===== src/rtl/rv32_pkg.sv =====
// Shared types and constants for the rv32 program loader.
//   rv32_data_t      : 32-bit data word as used on the core memory ports.
//   LD_CMD_*         : command byte codes of the loader stream.
//   rv32_ld_state_t  : loader FSM state encoding. The CSUM state only exists
//                      when PROG_CHECKSUM_EN is defined.
package rv32_pkg;

  typedef logic [31:0] rv32_data_t;

  localparam logic [7:0] LD_CMD_CLR  = 8'h00;
  localparam logic [7:0] LD_CMD_IMEM = 8'h01;
  localparam logic [7:0] LD_CMD_DMEM = 8'h02;
  localparam logic [7:0] LD_CMD_RUN  = 8'h03;
  localparam logic [7:0] LD_CMD_HALT = 8'h04;

  typedef enum logic [2:0] {
    LD_IDLE,
    LD_ADDR0,
    LD_ADDR1,
    LD_CNT0,
    LD_CNT1,
    LD_DATA,
    LD_WRITE
`ifdef PROG_CHECKSUM_EN
    , LD_CSUM
`endif
  } rv32_ld_state_t;

endpackage


===== src/rtl/rv32_word_assembler.sv =====
// Collects four stream bytes into a little-endian 32-bit word.
//   clk, rst_n : clock, async active-low reset
//   clr        : drop any partial word (held while the loader is idle)
//   in_valid   : in_byte is consumed this cycle
//   in_byte    : incoming data byte
//   word       : assembled word, valid in the cycle word_done is high
//   word_done  : 4th byte of a word is being consumed this cycle
module rv32_word_assembler
  import rv32_pkg::*;
(
  input  logic       clk,
  input  logic       rst_n,
  input  logic       clr,
  input  logic       in_valid,
  input  logic [7:0] in_byte,
  output rv32_data_t word,
  output logic       word_done
);

  // Only the first three bytes need storage; the fourth is combined
  // straight from the input so the word is ready on its accept cycle.
  logic [23:0] sr;
  logic [1:0]  cnt;

  always_ff @(posedge clk or negedge rst_n) begin
    if (!rst_n) begin
      sr  <= '0;
      cnt <= '0;
    end else if (clr) begin
      sr  <= '0;
      cnt <= '0;
    end else if (in_valid) begin
      sr  <= {in_byte, sr[23:8]};
      cnt <= cnt + 2'd1;
    end
  end

  assign word      = {in_byte, sr};
  assign word_done = in_valid && (cnt == 2'd3);

endmodule


===== src/rtl/rv32_prog_loader.sv =====
// Byte-stream program loader for rv32_core.
// Parses framed packets (CMD, then for IMEM/DMEM: ADDR lo/hi, CNT lo/hi,
// CNT little-endian words), writes words to the imem/dmem programming
// ports and controls the core reset.
//   rv32_io_clk, rv32_io_rst_n   : clock, async active-low reset
//   ld_byte/ld_valid/ld_ready    : byte stream handshake
//   rv32_io_imem_addr/data/w_en  : imem write port (1-cycle strobe)
//   rv32_io_dmem_addr/data/w_en  : dmem write port (1-cycle strobe)
//   rv32_io_program              : steers core dmem mux to loader ports
//   core_rst_n                   : core reset, 0 holds the core
//   ld_busy                      : packet in progress
//   ld_err                       : sticky error, cleared by CLR
// Optional feature macro PROG_CHECKSUM_EN: IMEM/DMEM packets end with an
// XOR checksum byte; a nonzero XOR over the whole packet sets ld_err.
module rv32_prog_loader
  import rv32_pkg::*;
#(
  parameter int ADDR_W = 12
) (
  input  logic              rv32_io_clk,
  input  logic              rv32_io_rst_n,
  input  logic [7:0]        ld_byte,
  input  logic              ld_valid,
  output logic              ld_ready,
  output logic [ADDR_W-1:0] rv32_io_imem_addr,
  output rv32_data_t        rv32_io_imem_data,
  output logic              rv32_io_imem_w_en,
  output logic [ADDR_W-1:0] rv32_io_dmem_addr,
  output rv32_data_t        rv32_io_dmem_data,
  output logic              rv32_io_dmem_w_en,
  output logic              rv32_io_program,
  output logic              core_rst_n,
  output logic              ld_busy,
  output logic              ld_err
);

`ifdef PROG_CHECKSUM_EN
  localparam rv32_ld_state_t LD_DONE = LD_CSUM;
`else
  localparam rv32_ld_state_t LD_DONE = LD_IDLE;
`endif

  rv32_ld_state_t    state;
  logic [ADDR_W-1:0] ptr;        // next write address
  logic [15:0]       words_left; // words still to write, incl. current
  logic [7:0]        lo_byte;    // low byte of ADDR / CNT while the high byte arrives
  logic              is_dmem;
  logic              acc;
  rv32_data_t        asm_word;
  logic              word_done;

  assign acc      = ld_valid && ld_ready;
  assign ld_ready = (state != LD_WRITE);
  assign ld_busy  = (state != LD_IDLE);

  rv32_word_assembler u_asm (
    .clk       (rv32_io_clk),
    .rst_n     (rv32_io_rst_n),
    .clr       (state == LD_IDLE),
    .in_valid  (acc && (state == LD_DATA)),
    .in_byte   (ld_byte),
    .word      (asm_word),
    .word_done (word_done)
  );

`ifdef PROG_CHECKSUM_EN
  // Running XOR of the packet; restarts on the command byte.
  logic [7:0] csum;
  always_ff @(posedge rv32_io_clk or negedge rv32_io_rst_n) begin
    if (!rv32_io_rst_n)  csum <= '0;
    else if (acc)        csum <= (state == LD_IDLE) ? ld_byte : (csum ^ ld_byte);
  end
`endif

  always_ff @(posedge rv32_io_clk or negedge rv32_io_rst_n) begin
    if (!rv32_io_rst_n) begin
      state             <= LD_IDLE;
      ptr               <= '0;
      words_left        <= '0;
      lo_byte           <= '0;
      is_dmem           <= 1'b0;
      rv32_io_imem_addr <= '0;
      rv32_io_imem_data <= '0;
      rv32_io_imem_w_en <= 1'b0;
      rv32_io_dmem_addr <= '0;
      rv32_io_dmem_data <= '0;
      rv32_io_dmem_w_en <= 1'b0;
      rv32_io_program   <= 1'b0;
      core_rst_n        <= 1'b0;
      ld_err            <= 1'b0;
    end else begin
      rv32_io_imem_w_en <= 1'b0;
      rv32_io_dmem_w_en <= 1'b0;
      case (state)
        LD_IDLE: if (acc) begin
          case (ld_byte)
            LD_CMD_IMEM, LD_CMD_DMEM: begin
              state           <= LD_ADDR0;
              core_rst_n      <= 1'b0;
              is_dmem         <= (ld_byte == LD_CMD_DMEM);
              rv32_io_program <= (ld_byte == LD_CMD_DMEM);
            end
            LD_CMD_RUN:  core_rst_n <= 1'b1;
            LD_CMD_HALT: core_rst_n <= 1'b0;
            LD_CMD_CLR:  ld_err     <= 1'b0;
            default:     ld_err     <= 1'b1;
          endcase
        end
        LD_ADDR0: if (acc) begin
          lo_byte <= ld_byte;
          state   <= LD_ADDR1;
        end
        // Address bits above ADDR_W are dropped here.
        LD_ADDR1: if (acc) begin
          ptr   <= ADDR_W'({ld_byte, lo_byte});
          state <= LD_CNT0;
        end
        LD_CNT0: if (acc) begin
          lo_byte <= ld_byte;
          state   <= LD_CNT1;
        end
        LD_CNT1: if (acc) begin
          words_left <= {ld_byte, lo_byte};
          if ({ld_byte, lo_byte} == 16'h0000) begin
            rv32_io_program <= 1'b0;
            state           <= LD_DONE;
          end else begin
            state <= LD_DATA;
          end
        end
        // Address/data are registered together with the strobe, so the
        // WRITE cycle presents a complete, stable write.
        LD_DATA: if (acc && word_done) begin
          if (is_dmem) begin
            rv32_io_dmem_addr <= ptr;
            rv32_io_dmem_data <= asm_word;
            rv32_io_dmem_w_en <= 1'b1;
          end else begin
            rv32_io_imem_addr <= ptr;
            rv32_io_imem_data <= asm_word;
            rv32_io_imem_w_en <= 1'b1;
          end
          state <= LD_WRITE;
        end
        LD_WRITE: begin
          ptr        <= ptr + ADDR_W'(1);
          words_left <= words_left - 16'd1;
          if (words_left == 16'd1) begin
            rv32_io_program <= 1'b0;
            state           <= LD_DONE;
          end else begin
            state <= LD_DATA;
          end
        end
`ifdef PROG_CHECKSUM_EN
        LD_CSUM: if (acc) begin
          if ((csum ^ ld_byte) != 8'h00) ld_err <= 1'b1;
          state <= LD_IDLE;
        end
`endif
        default: state <= LD_IDLE;
      endcase
    end
  end

endmodule


===== config.mk =====
export PLATFORM = sky130hd
export DESIGN_NAME = rv32_prog_loader
export DESIGN_NICKNAME = d
export VERILOG_FILES = /design/src/rtl/rv32_pkg.sv /design/src/rtl/rv32_word_assembler.sv /design/src/rtl/rv32_prog_loader.sv
export SDC_FILE = /design/constraint.sdc
export NUM_CORES = 1
export LEC_CHECK = 0
export BUFFER_PORTS_ARGS = -buffer_cell sky130_fd_sc_hd__buf_2
export CAP_MARGIN = 20
export CORE_AREA = 2 2 79 156
export CTS_CLUSTER_DIAMETER = 100
export CTS_CLUSTER_SIZE = 10
export DETAILED_ROUTE_END_ITERATION = 7
export DIE_AREA = 0 0 81 158
export GPL_TIMING_DRIVEN = 0
export PLACE_DENSITY = 0.83
export RECOVER_POWER = 50
export REMOVE_ABC_BUFFERS = 1
export SLEW_MARGIN = 25
export SYNTH_ARGS = -nofsm -noshare
export SYNTH_HDL_FRONTEND = slang
export SYNTH_SLANG_ARGS = --single-unit

===== constraint.sdc =====
create_clock -name rv32_io_clk -period 5 [get_ports rv32_io_clk]
set_input_delay 0.75 -clock rv32_io_clk [delete_from_list [all_inputs] [get_ports rv32_io_clk]]
set_output_delay 0.75 -clock rv32_io_clk [all_outputs]
set_load 0.01 [all_outputs]

==> results of run 1 <==
==> cells in the mapped netlist (9+ instances only) <==
cell,count,area share
o21ai_0,27,0.019
dfrtp_1,159,0.57
mux2_2,92,0.15
a31oi_1,9,0.0081
nand2_1,84,0.045
nor2_1,25,0.014
nor3_1,10,0.0072
nand3_1,19,0.014
a21oi_1,45,0.032
clkbuf_1,21,0.011
inv_1,11,0.0060
==> worst register-to-register path, cell delays in order, from the launching register on <==
cell     delay, ns
dfrtp_1       0.78
and3b_1       0.94
inv_1         0.74
a31oi_1       0.46
nor2_1        0.11
a31oi_1       0.17
==> final cells by class <==
type,instances,area (sq um),share of cell area
Sequential cell,159,3980,0.490
Multi-Input combinational cell,399,2740,0.337
Timing Repair Buffer,113,602,0.0741
Clock buffer,17,425,0.0524
Tap cell,145,181,0.0223
Clock inverter,14,159,0.0196
Inverter,11,41.3,0.00508
==> flip-flops by register name, summed over array words and instances (netlist names) <==
register           cells
ld_err                 1
ptr                   12
rv32_io_imem_w_en      1
u_asm.sr              24
rv32_io_dmem_w_en      1
is_dmem                1
rv32_io_imem_addr     12
u_asm.cnt              2
lo_byte                8
words_left            16
rv32_io_imem_data     32
core_rst_n             1
rv32_io_dmem_data     32
rv32_io_dmem_addr     12
rv32_io_program        1
state                  3
==> per-layer routing <==
metal,part of all wire,GRT usage,wire length (um),vias to the layer above
met4,0.039,0.151,670,0
met5,0,0,0,-
met1,0.37,0.300,6220,2679
li1,-,-,-,2361
met2,0.55,0.487,9310,201
met3,0.045,0.0547,767,56
==> cell families after synthesis <==
logic type / synth area share
AND/OR/NAND/NOR: 0.116
flip-flops: 0.574
AO/OA/AOI/OAI: 0.110
multiplexers: 0.152
buffers and inverters: 0.0343
XOR/XNOR: 0.00631
adder cells (fa/ha/maj): 0.00722
==> metrics by stage <==
| step | TNS [ns] | hold WS (ns) | total power, uW | area [sq um] |
|---|---|---|---|---|
| floorplan | 0 | 0.454 | 2200 | 6740 |
| global route | 0 | 0.506 | 4000 | 8130 |
| CTS | 0 | 0.294 | 3810 | 8180 |
| global placement | -9.22 | 0.467 | 2430 | 7450 |
| detailed placement | 0 | 0.469 | 2510 | 7600 |
| finish | 0 | 0.489 | 3810 | 8130 |
==> power by group through the flow <==
| stage | Clock (uW) | Combinational (uW) | Sequential (uW) |
|---|---|---|---|
| 6_report | 1290 | 768 | 1750 |
| 5_1_grt | 1370 | 857 | 1770 |
| 4_1_cts | 1310 | 765 | 1740 |
| 3_5_place_dp | 0 | 751 | 1760 |
| 3_3_place_gp | 0 | 687 | 1740 |
| 2_1_floorplan | 0 | 533 | 1660 |
==> worst paths after layout <==
| check | end | depth (start not counted) | slack, ns |
|---|---|---|---|
| max | ld_ready | 3 | 1.02 |
| min | rv32_io_imem_data[19] | 1 | 0.49 |
| max reg2reg | state[2] | 5 | 1.72 |
| min reg2reg | rv32_io_imem_data[19] | 1 | 0.49 |
| max in group asynchronous | ptr[3] | 1 | 1.22 |
| min in group asynchronous | rv32_io_dmem_w_en | 1 | 1.63 |
==> metrics.csv, run 1 <==
metric,value,unit
critPathTopFamily,buffers and inverters,
syn_to_final_growth,17.1,%
seqPwrFrac,0.459,
powerDensity,469,nW/um^2
fill_cells,828,
clk_pin_slew,0.06,ns
fmax,0.251,GHz
clk_path_buf_depth,2,
outcome,"complete, but fails checks",
core_area,11600,sq um
grt_overflow,0,
clock_latency,0.43,ns
drc,0,
synth_seq_cells,159,
post-route-util,0.699,
crit_required,4.25,ns
cts_tree,done,
leakage,0.00387,uW
startpoint_type,register,
antenna_found_initial,0,
max-cap-violations,1,
clock-root-buffer,clkbuf_16,
dieArea,12800,sq um
rows,56,
slew_headroom,-1.55,
fin_cells,858,
critPathMaxStageDelay,0.94,ns
rsz0062_at_grt,no,
cts_buffers,17,
timing.final.ws_setup,1.02,ns
wl_per_cell,19.8,um
grt_pass1_vias,5345,
h-tree-depth,4,
cp_max_fo,29,
setup_violations,0,
final_hold_viol_count,0,
finalCriticalPeriod,3.98,ns
finalCritPeriodShare,0.796,
dieHeight,158,um
grt_max_degree,91,
first_pass_iters,7,
synth_seq_area_share,0.574,
vias,5297,
intPower,2520,uW
track_usage,0.275,
viasPerCell,6.17,
cts_hold_buf,0,
hp-start,rv32_io_imem_data[19],
mostFrequentLayoutCells,"159 x dfrtp_1, 92 x mux2_2, 84 x nand2_1",
r2r-start,state[1],
swShare,0.339,
path_buf_inv,2,
post_cts_buffers,0,
fin_skew,0.00620,ns
path_class,register to output port,
power_frac_clock,0.339,
drive_above_1_share,0.276,
mostFrequentLayoutCell,dfrtp_1,
yosys_warnings,0,
worst_pin_slew,3.82,ns
dp_hpwl,11.2,mm
post_cts_resized,0,
cp_cell_sequence,and3b_1 -> inv_1 -> buf_2,
synth_edf_count,0,
portBuffers,105,
ios,106,
antenna_left,0,
slew_violations,70,
synth_area_per_cell,11.4,sq um
num_antenna_cells,0,
violations,"max-capacitance violations, max-slew violations",
grt_pass1_wl,26.6,mm
syn_area,6940,sq um
die_w,81,um
arrival,3.23,ns
final_nets,716,
hold_path_class,register to register,
critPathLaunch,state[1],
pre_cts_slack,1.57,ns
worstSetupEndpointType,output port,
pwr-share-comb,0.202,
place.gp.congestion,0.875,
start_util,0.596,
critPathSlowestCell,and3b_1,
p_switching,1290,uW
synth.distinct_cells,59,
synthArstFlopShare,1.00,
syn_inst,607,
drtIter0Drc,331,
ir_drop,0.327,mV
synthFlopType,dfrtp_1,
dp_cells,826,
routed_wl,17.0,mm
cts_sinks,159,
(Power assumes the default switching activity.)
==> run 2: changes to the inputs <==
- CORE_AREA: 2 2 79 156 -> 2 2 86 170
- DIE_AREA: 0 0 81 158 -> 0 0 88 172
- PLACE_DENSITY: 0.83 -> 0.74
- clock period: 5 -> 3.3 ns (I/O delays scaled with it)
==> metrics.csv, run 2 (synthesis results as in run 1) <==
metric,value,unit
outcome,"complete, but fails checks",
violations,"max-capacitance violations, max-slew violations",
reg.largest.list,"rv32_io_dmem_data x32, rv32_io_imem_data x32, u_asm.sr x24",
place_area,7630,sq um
fin_total_pwr,5840,uW
antenna_left,0,
final_hold_viol_count,0,
dp_hpwl,11.1,mm
slew_headroom,-0.252,
cp_max_fo,27,
syn_to_final_growth,18.1,%
max-cap-violations,1,
fill_cells,1177,
arrival,2.60,ns
rsz0062_at_grt,no,
grt_pass1_wl,26.2,mm
seqPwrFrac,0.451,
hold_depth,3,
hold_path_class,input port to register,
place.gp.congestion,0.897,
clock-root-buffer,clkbuf_16,
leakage,0.00387,uW
cts_sinks,159,
wl_per_cell,18.2,um
clk_path_buf_depth,2,
fin_skew,0.00752,ns
path_class,register to output port,
crit_required,2.80,ns
portBuffers,105,
cp_cell_sequence,and3b_2 -> clkinvlp_4 -> buf_2,
postLayoutCellArea,8190,sq um
cts_tree,done,
path_buf_inv,2,
antenna_found_initial,0,
cts_buffers,17,
powerDensity,712,nW/um^2
drtIter0Drc,322,
finalCritPeriodShare,0.937,
num_antenna_cells,0,
post_cts_buffers,0,
pwr-share-comb,0.198,
worst_pin_slew,1.88,ns
drc,0,
swShare,0.328,
critPathTopFamily,flip-flops,
intPower,3920,uW
ios,106,
worstSetupEndpointType,output port,
r2r_cells,7,
power_frac_clock,0.351,
slew_violations,80,
drive_above_1_share,0.284,
grt_overflow,0,
start_util,0.502,
clk_pin_slew,0.06,ns
track_usage,0.225,
fmax,0.324,GHz
grt_max_degree,82,
viasPerCell,5.76,
mostFrequentLayoutCells,"159 x dfrtp_1, 92 x mux2_2, 84 x nand2_1",
setup_violations,0,
dieArea,15100,sq um
p_switching,1910,uW
ir_drop,0.420,mV
mostFrequentLayoutCell,dfrtp_1,
finalCriticalPeriod,3.09,ns
cp.depth,3,
vias,5203,
dieHeight,172,um
first_pass_iters,5,
die_w,88,um
critPathMaxStageDelay,0.78,ns
grt_pass1_vias,5268,
final_nets,718,
core_area,13800,sq um
startpoint_type,register,
routed_wl,16.5,mm
clock_latency,0.42,ns
critPathSlowestCell,dfrtp_1,
h-tree-depth,4,
rows,61,
## run 2: layout make-up
type / count / area [sq um] / area share
Sequential cell: 159 / 3980 / 0.486
Tap cell: 189 / 236 / 0.0289
Timing Repair inverter: 1 / 5.00 / 0.000611
Clock inverter: 13 / 176 / 0.0215
Clock buffer: 18 / 439 / 0.0536
Timing Repair Buffer: 113 / 568 / 0.0693
Multi-Input combinational cell: 400 / 2750 / 0.335
Inverter: 11 / 45.0 / 0.00550
## run 2: timing repair
item,in CTS,in global routing
pin swaps,0,1
hold buffers,0,0
cloned,0,2
setup endpoints to repair,1,5
gates resized for setup,1,1
## run 2: worst register-to-register path, stage by stage, from the launching register on
cell and delay [ns]:
dfrtp_1 0.57, nand2_1 0.22, nor3b_4 0.62, buf_8 0.24
nand2_1 0.14, nor2_4 0.44, buf_12 0.26, mux2_2 0.38
## run 2: path summary, 6_finish.rpt
path	from	end	slack [ns]
max in group asynchronous	rv32_io_rst_n	rv32_io_imem_data[31]	0.64
worst min-delay path	ld_byte[6]	u_asm.sr[22]	0.39
worst min register to register	rv32_io_dmem_data[24]	rv32_io_dmem_data[24]	0.49
worst max register to register	state[0]	rv32_io_imem_addr[2]	0.31
min in group asynchronous	rv32_io_rst_n	rv32_io_imem_data[29]	0.59
worst max-delay path	state[1]	ld_ready	0.21
## run 2: routing by layer
layer  vias up  global-route usage  routed length, um
li1       2366                   -                  -
met3        48              0.0463                677
met1      2603               0.254               6180
met5         -                   0                  0
met4         0               0.116                650
met2       186               0.392               8940
## run 2: power groups by stage
stage	clock network [uW]	registers (uW)	logic [uW]
4_1_cts	2080	2620	1140
3_5_place_dp	0	2650	1140
3_3_place_gp	0	2620	1040
2_1_floorplan	0	2520	808
6_report	2050	2630	1150
5_1_grt	2170	2680	1280
## run 2: through the flow
step                       util  hold WS [ns]  setup WS [ns]  instances  TNS, ns
final                     0.593         0.391          0.209        904        0
after global placement    0.543         0.465          -1.71        863  -175.64
after CTS                 0.597        0.0635          0.149        901        0
after floorplan               -         0.199         0.0194        569        0
after global routing      0.593         0.400         0.0233        904        0
after detailed placement  0.553         0.482         -0.125        870    -2.78
==> run 3: changes to the inputs <==
- CORE_AREA: 2 2 86 170 -> 10 10 94 178
- DIE_AREA: 0 0 88 172 -> 0 0 104 188
==> metrics.csv, run 3 (synthesis results as in run 1) <==
metric,value,unit
fin_total_pwr,5670,uW
die_w,104,um
worst_pin_slew,2.15,ns
fmax,0.320,GHz
clock-root-buffer,clkbuf_16,
fin_skew,0.00917,ns
timing.final.ws_setup,0.177,ns
finalCriticalPeriod,3.12,ns
track_usage,0.177,
max-cap-violations,1,
grt_max_degree,100,
antenna_left,0,
place.gp.congestion,0.916,
mostFrequentLayoutCell,dfrtp_1,
ir_drop,0.391,mV
reg.largest.list,"rv32_io_dmem_data x32, rv32_io_imem_data x32, u_asm.sr x24",
dieHeight,188,um
grt_overflow,0,
rsz0062_at_grt,no,
final_nets,719,
viasPerCell,5.77,
antenna_found_initial,0,
critPathMaxStageDelay,0.78,ns
hold_path_class,input port to register,
slew_headroom,-0.436,
vias,5231,
worstSetupEndpointType,output port,
arrival,2.63,ns
clock_latency,0.42,ns
pre_cts_slack,0.151,ns
startpoint_type,register,
drtIter0Drc,354,
core_area,13900,sq um
post_cts_buffers,0,
outcome,"complete, but fails checks",
clk_path_buf_depth,2,
num_antenna_cells,0,
grt_pass1_wl,28.1,mm
grt_pass1_vias,5401,
drc,0,
setup_violations,0,
cp_cell_sequence,and3b_2 -> clkinvlp_4 -> buf_2,
clk_pin_slew,0.06,ns
slew_violations,99,
ios,106,
dieArea,19600,sq um
first_pass_iters,6,
rows,61,
crit_required,2.80,ns
finalCritPeriodShare,0.946,
portBuffers,105,
violations,"max-capacitance violations, max-slew violations",
mostFrequentLayoutCells,"159 x dfrtp_1, 92 x mux2_2, 92 x clkbuf_1",
leakage,0.00368,uW
place_area,7670,sq um
post-route-util,0.587,
syn_to_final_growth,17.5,%
drive_above_1_share,0.223,
cp_max_fo,27,
critPathSlowestCell,dfrtp_1,
final_hold_viol_count,0,
fin_hold_ws,0.394,ns
cts_buffers,17,
routed_wl,17.4,mm
wl_per_cell,19.2,um
h-tree-depth,4,
powerDensity,696,nW/um^2
dp_hpwl,12.2,mm
start_util,0.499,
postLayoutCellArea,8150,sq um
path_class,register to output port,
cts_tree,done,
cts_sinks,159,
## run 3: changes by cell type in the layout (fill, tap and decap cells not counted), sizes merged
| cell | before | now |
|---|---|---|
| clkinv | 1 | 3 |
| clkinvlp | 5 | 4 |
| bufinv | 3 | 0 |
| clkbuf | 66 | 110 |
| inv | 16 | 19 |
| dlygate4sd3 | 0 | 1 |
| nor2 | 27 | 26 |
| buf | 65 | 22 |
## run 3: report_power, final
| group | internal (uW) | total (uW) | switching (uW) |
|---|---|---|---|
| sequential | 2220 | 2630 | 409 |
| clock | 1020 | 1890 | 861 |
| combinational | 470 | 1160 | 687 |
| total | 3720 | 5670 | 1960 |
## run 3: critical path, delay by kind of cell, from the launching register on
kind / cells / cell delay, ns
flip-flops: 1 / 0.78
AND/OR/NAND/NOR: 1 / 0.69
buffers and inverters: 2 / 0.73
## run 3: final cells by class
class / instances / area (sq um)
sequential: 159 / 3980
clock buffer: 18 / 439
inverter: 11 / 45.0
clock inverter: 14 / 143
tap: 189 / 236
timing repair buffer: 115 / 554
multi-input combinational: 399 / 2750
timing repair inverter: 1 / 5.00
fill: 1217 / 5740
## run 3: per-stage QoR
step,std cells,TNS [ns]
6_report,906,0
3_3_place_gp,863,-179.49
4_1_cts,904,0
5_1_grt,906,0
2_1_floorplan,569,0
3_5_place_dp,871,0
## run 3: timing repair
item / in CTS / in global routing
gates cloned: 0 / 1
setup endpoints to repair: 1 / 1
endpoints found under the hold margin: 3 / 0
hold buffers: 1 / 0
gates resized for setup: 1 / 1
## run 3: layer usage
metal / global-route usage / vias to the layer above / share of wire
li1: - / 2365 / -
met4: 0.106 / 0 / 0.045
met5: 0 / - / 0
met3: 0.0309 / 57 / 0.037
met1: 0.175 / 2622 / 0.36
met2: 0.332 / 187 / 0.56
## run 3: worst paths after layout
| path | start | end | slack [ns] | depth (start not counted) |
|---|---|---|---|---|
| worst max-delay path | state[1] | ld_ready | 0.18 | 3 |
| worst min-delay path | ld_byte[6] | u_asm.sr[22] | 0.39 | 3 |
| worst max register to register | state[1] | words_left[5] | 0.48 | 5 |
| worst min register to register | rv32_io_dmem_addr[5] | rv32_io_dmem_addr[5] | 0.50 | 2 |
| max in group asynchronous | rv32_io_rst_n | rv32_io_dmem_data[14] | 0.53 | 3 |
| min in group asynchronous | rv32_io_rst_n | rv32_io_dmem_addr[0] | 0.42 | 2 |
